## src/rtl/afe_tot_readout.sv

```systemverilog
// Multi-channel TOT counters and hit flags with an SPI (mode 0) register port.
// Define AFE_TOT_SAT_EN to make counters saturate instead of wrapping.
module afe_tot_readout #(
    parameter int CHANNELS = 4,
    parameter int CNT_W    = 8,
    parameter int GPIO_W   = 8
) (
    input  logic                CLK,
    input  logic                RST_B,
    input  logic                SCLK,
    input  logic                MOSI,
    input  logic                CS_B,
    output logic                MISO,
    input  logic                INJ_IN,
    output logic                INJ_OUT,
    input  logic [CHANNELS-1:0] COMP,
    output logic [CHANNELS-1:0] HIT,
    output logic [GPIO_W-1:0]   GPIO,
    output logic                LED
);

    localparam int RX_W = (GPIO_W > 7) ? GPIO_W : 7;
    localparam logic [CNT_W-1:0] CNT_MAX = '1;

    logic [CHANNELS-1:0] comp_m, comp_s;
    logic inj_m, inj_s, inj_d;
    logic sclk_m, sclk_s, sclk_d;
    logic mosi_m, mosi_s;
    logic cs_m, cs_s, cs_d;

    logic inj_rise;
    logic sclk_rise, sclk_fall;
    logic cs_rise, cs_fall;

    logic [CNT_W-1:0]    cnt [CHANNELS];
    logic [CHANNELS-1:0] ovf;
    logic [CHANNELS-1:0] hit_q;
    logic                led_q;

    logic [5:0]        bit_cnt;
    logic [RX_W-1:0]   rx_sr;
    logic [15:0]       tx_sr;
    logic [7:0]        cmd;
    logic [7:0]        cmd_next;
    logic [15:0]       rd_data;
    logic              act;
    logic              miso_q;
    logic [GPIO_W-1:0] gpio_q;

    // Synchronisers are cleared too, so a CS_B held low through reset
    // never looks like a fresh frame start.
    always_ff @(posedge CLK) begin
        if (!RST_B) begin
            comp_m <= '0;
            comp_s <= '0;
            inj_m  <= 1'b0;
            inj_s  <= 1'b0;
            inj_d  <= 1'b0;
            sclk_m <= 1'b0;
            sclk_s <= 1'b0;
            sclk_d <= 1'b0;
            mosi_m <= 1'b0;
            mosi_s <= 1'b0;
            cs_m   <= 1'b0;
            cs_s   <= 1'b0;
            cs_d   <= 1'b0;
        end else begin
            comp_m <= COMP;
            comp_s <= comp_m;
            inj_m  <= INJ_IN;
            inj_s  <= inj_m;
            inj_d  <= inj_s;
            sclk_m <= SCLK;
            sclk_s <= sclk_m;
            sclk_d <= sclk_s;
            mosi_m <= MOSI;
            mosi_s <= mosi_m;
            cs_m   <= CS_B;
            cs_s   <= cs_m;
            cs_d   <= cs_s;
        end
    end

    assign inj_rise  = inj_s & ~inj_d;
    assign sclk_rise = sclk_s & ~sclk_d;
    assign sclk_fall = ~sclk_s & sclk_d;
    assign cs_rise   = cs_s & ~cs_d;
    assign cs_fall   = ~cs_s & cs_d;

    always_ff @(posedge CLK) begin
        if (!RST_B) begin
            hit_q <= '0;
            ovf   <= '0;
            led_q <= 1'b0;
            for (int i = 0; i < CHANNELS; i++) begin
                cnt[i] <= '0;
            end
        end else begin
            led_q <= |hit_q;
            for (int i = 0; i < CHANNELS; i++) begin
                if (inj_rise) begin
                    hit_q[i] <= 1'b0;
                    ovf[i]   <= 1'b0;
                    cnt[i]   <= '0;
                end else if (inj_s && comp_s[i]) begin
                    hit_q[i] <= 1'b1;
                    if (cnt[i] == CNT_MAX) begin
                        ovf[i] <= 1'b1;
                    end
`ifdef AFE_TOT_SAT_EN
                    if (cnt[i] != CNT_MAX) begin
                        cnt[i] <= cnt[i] + CNT_W'(1);
                    end
`else
                    cnt[i] <= cnt[i] + CNT_W'(1);
`endif
                end
            end
        end
    end

    // Command byte as it stands once the 8th bit is shifted in.
    assign cmd_next = {rx_sr[6:0], mosi_s};

    always_comb begin
        rd_data = '0;
        if (cmd_next[6:0] == 7'h00) begin
            rd_data[GPIO_W-1:0] = gpio_q;
        end else if (cmd_next[6:0] == 7'h7E) begin
            rd_data[CHANNELS-1:0] = ovf;
        end else if (cmd_next[6:0] == 7'h7F) begin
            rd_data[CHANNELS-1:0] = hit_q;
        end else begin
            for (int i = 0; i < CHANNELS; i++) begin
                if (cmd_next[6:0] == 7'(i + 1)) begin
                    rd_data[CNT_W-1:0] = cnt[i];
                end
            end
        end
    end

    always_ff @(posedge CLK) begin
        if (!RST_B) begin
            act     <= 1'b0;
            bit_cnt <= '0;
            rx_sr   <= '0;
            tx_sr   <= '0;
            cmd     <= '0;
            miso_q  <= 1'b0;
            gpio_q  <= '0;
        end else if (cs_s) begin
            act    <= 1'b0;
            miso_q <= 1'b0;
            if (cs_rise && act && bit_cnt == 6'd24 &&
                cmd[7] && cmd[6:0] == 7'h00) begin
                gpio_q <= rx_sr[GPIO_W-1:0];
            end
        end else if (cs_fall) begin
            act     <= 1'b1;
            bit_cnt <= '0;
            rx_sr   <= '0;
            tx_sr   <= '0;
            cmd     <= '0;
            miso_q  <= 1'b0;
        end else if (act) begin
            if (sclk_rise) begin
                rx_sr <= {rx_sr[RX_W-2:0], mosi_s};
                // Saturate so over-long frames never alias to 24 bits.
                if (bit_cnt != 6'h3F) begin
                    bit_cnt <= bit_cnt + 6'd1;
                end
                if (bit_cnt == 6'd7) begin
                    cmd   <= cmd_next;
                    tx_sr <= rd_data;
                end
            end
            if (sclk_fall) begin
                if (bit_cnt >= 6'd8) begin
                    miso_q <= tx_sr[15];
                    tx_sr  <= {tx_sr[14:0], 1'b0};
                end else begin
                    miso_q <= 1'b0;
                end
            end
        end
    end

    assign MISO    = miso_q & ~CS_B;
    assign INJ_OUT = INJ_IN;
    assign HIT     = hit_q;
    assign GPIO    = gpio_q;
    assign LED     = led_q;

endmodule

```

## config.mk

```make
export PLATFORM = sky130hd
export DESIGN_NAME = afe_tot_readout
export DESIGN_NICKNAME = d
export VERILOG_FILES = /design/src/rtl/afe_tot_readout.sv
export SDC_FILE = /design/constraint.sdc
export NUM_CORES = 1
export LEC_CHECK = 0
export ABC_AREA = 1
export BUFFER_PORTS_ARGS = -buffer_cell sky130_fd_sc_hd__buf_4
export CORE_MARGIN = 10
export CORE_UTILIZATION = 32
export CTS_BUF_LIST = sky130_fd_sc_hd__clkbuf_4
export DETAILED_ROUTE_END_ITERATION = 12
export PLACE_DENSITY_LB_ADDON = 0.1
export SLEW_MARGIN = 20
export SYNTH_ARGS = -nofsm -noshare
export SYNTH_HDL_FRONTEND = slang
export SYNTH_SLANG_ARGS = --single-unit
```

## constraint.sdc

```tcl
create_clock -name CLK -period 4.3 [get_ports CLK]
set_input_delay 0.43 -clock CLK [delete_from_list [all_inputs] [get_ports CLK]]
set_output_delay 0.43 -clock CLK [all_outputs]
set_load 0.03 [all_outputs]
```

==> results.cfg <==
[sta]
hold_viol = 0
finalSetupTns_ps = 0
fmax_mhz = 408
fin_worst_skew_ps = 16.7
worst_pin_slew_ps = 863
grt_setup_unrepaired = false
relSlewSlack_pct = 42.4
finalCriticalPeriod_ps = 2450
slew_viol_final = 0
timing.final.crit_share_pct = 57.0
hold_slack_ps = 120
finalSetupViolCount = 0

[detailed_routing]
drcViolationCount = 0
drtAntennaViolNets = 0
wl_per_cell_um = 13.8
viasPerCell = 4.68
drt-pass1-iter-count = 4
num_vias = 4205
drt-total-wl_um = 12400
drt_iter0_drc = 293

[setup_path]
crit_required_ps = 4740
cp-end-kind = flip-flop
rrSetupSlack_ps = 1850
worstReg2RegStart = rx_sr[3]$_SDFFE_PN0P_
r2r_cells = 11
worstSetupPathType = reg -> reg
crit_fanout = 24
start_kind = flip-flop
critical_path_arrival_ps = 2890
worstSetupEndpoint = tx_sr[0]$_SDFFE_PN0P_
crit_start = rx_sr[3]$_SDFFE_PN0P_
r2r-end = tx_sr[0]$_SDFFE_PN0P_

[global_routing]
grt_max_degree = 34
grt_pass1_wl_um = 20900
grt_antenna_before_repair = 1
gr-usage-all-layers_pct = 12.1
grt_pass1_vias = 4012
grt_remaining_overflow = 0

[logic_synthesis]
netlist_area_sq_um = 5030
async_flop_share_pct = 0
synth.distinct_cells = 32
yosysTopAreaCell = dfxtp_1
synth_common_cells = 118 x inv_1, 114 x nand2_1, 76 x dfxtp_1, 71 x o21ai_0, 67 x nor2_1
yosys.cell_count.top_type = inv_1
ys_seq_area_share_pct = 49.4
synth_edf_count = 32
synth_cells = 656
avgSynthCellArea_sq_um = 7.67
synthTopCellsByArea = dfxtp_1 30%, edfxtp_1 19%, inv_1 8.8%
yosys.area.top_type_share_pct = 30.2
yosysWarningCount = 0
synthFlopType = dfxtp_1
synth.ff_latch_count = 108
syn_nets = 672

[clock_network]
clock-sinks = 108
cts_buffer_depth = 2
htreeDepth = 3
cts_tree = done
path_clk_slew_ps = 160
ctsResizeCount = 0
clock_latency_ps = 490
cts-root-buf = clkbuf_4
hold_buffers = 0
cts_setup_buffers = 0
cts_made_buffers = 9

[cells_and_area]
area_growth_pct = 10.2
fillers = 1683
final_nets = 697
multi_input_area_sq_um = 2030
regArea_sq_um = 2480
drive_above_1_share_pct = 8.60
post-route-util_pct = 36.2

[power_and_ir_drop]
irDropWorstVdd_v = 0.000213
leakagePower_uw = 0.00230
finalPower_uw = 1700
p_per_area_nw_per_um2 = 307

[run]
drv_cap = 0

[placement]
hpwl_um = 9230
portBuffers = 24
gp_congestion = 0.827

[die]
die_h_um = 145
initial_core_util_pct = 32.8
core_area_sq_um = 15300
die_area_sq_um = 21100
rows = 45
ioPinCount = 25
die_w_um = 145

[run_status]
status = completed

[worst_hold_path]
hold_path_class = in -> reg
-- power breakdown --
group | switching [uW] | internal, uW | total (uW)
clock network | 327 | 143 | 470
logic | 93.3 | 35.6 | 129
registers | 22.5 | 1080 | 1100
-- layer usage --
layer	routed length [um]	up-vias	track usage, %
met5	0	-	0
met4	193	0	3.79
met3	516	14	3.35
met2	5290	71	17.9
met1	6400	1920	16.6
li1	-	2200	-
-- registers in the layout, summed over array words and instances, names as in the netlist --
| signal | flops |
|---|---|
| ovf | 4 |
| LED | 1 |
| cs_d | 1 |
| inj_s | 1 |
| inj_d | 1 |
| sclk_s | 1 |
| sclk_m | 1 |
| sclk_d | 1 |
| cnt | 32 |
| act | 1 |
| bit_cnt | 6 |
| cs_m | 1 |
| comp_s | 4 |
| cs_s | 1 |
| rx_sr | 8 |
| mosi_s | 1 |
| tx_sr | 16 |
| inj_m | 1 |
| miso_q | 1 |
| HIT | 4 |
| cmd | 8 |
| comp_m | 4 |
| mosi_m | 1 |
| GPIO | 8 |
-- cells in the final DEF, fill, tap and decap left out, drive strengths merged, types with 13 or more instances in the layout --
cell    netlist  final
o21ai        75     75
edfxtp       32     32
buf           6     27
nand2       114    114
inv         121    122
a211oi       13     13
nor2         74     74
dfxtp        76     76
clkbuf        7     13
a21oi        62     62
nand3        34     34
-- cell families (layout without fill, tap and decap cells) --
kind of cell	after synthesis	after routing	synth area share [%]
compound gates	158	158	17.3
other cells	0	1	0
fa+ha+maj	6	6	1.49
flops	108	108	49.4
simple gates	250	250	21.6
buf+inv	134	164	10.3
-- layout make-up --
type / count / share of cell area (%)
inverters: 121 / 8.19
diodes: 1 / 0.0451
clock inverters: 3 / 0.248
clock buffers: 13 / 1.76
flip-flops and latches: 108 / 44.8
well taps: 211 / 4.76
repair buffers: 27 / 3.66
multi-input cells: 414 / 36.6
-- worst min-delay path by stage --
stage	from	end	slack [ps]	cells after the start
finish	COMP[0]	comp_m[0]$_SDFF_PN0_	120	3
global route	MOSI	mosi_m$_SDFF_PN0_	70	3
CTS	MOSI	mosi_m$_SDFF_PN0_	80	3
detailed placement	cs_m$_SDFF_PN0_	cs_s$_SDFF_PN0_	400	2
global placement	mosi_m$_SDFF_PN0_	mosi_s$_SDFF_PN0_	390	2
floorplan	comp_m[0]$_SDFF_PN0_	comp_s[0]$_SDFF_PN0_	390	2
-- worst max-delay path: stages, from the launching register on --
cell,delay [ps]
dfxtp_1,350
inv_1,100
nand2_1,70
nor2_2,660
nand2_1,540
o21ai_0,220
inv_1,70
nand2_1,110
nand2_1,60
nand2_1,60
nand2_1,50
a21oi_1,110
-- through the flow --
step | area, sq um | worst slack, ps | std cells
final | 5550 | 1850 | 898
after detailed placement | 5430 | 1910 | 881
after global placement | 5430 | 2010 | 881
after global routing | 5550 | 1530 | 898
after floorplan | 5030 | 2620 | 656
after CTS | 5540 | 1890 | 897
No activity file was read; power rests on OpenSTA's default activity.
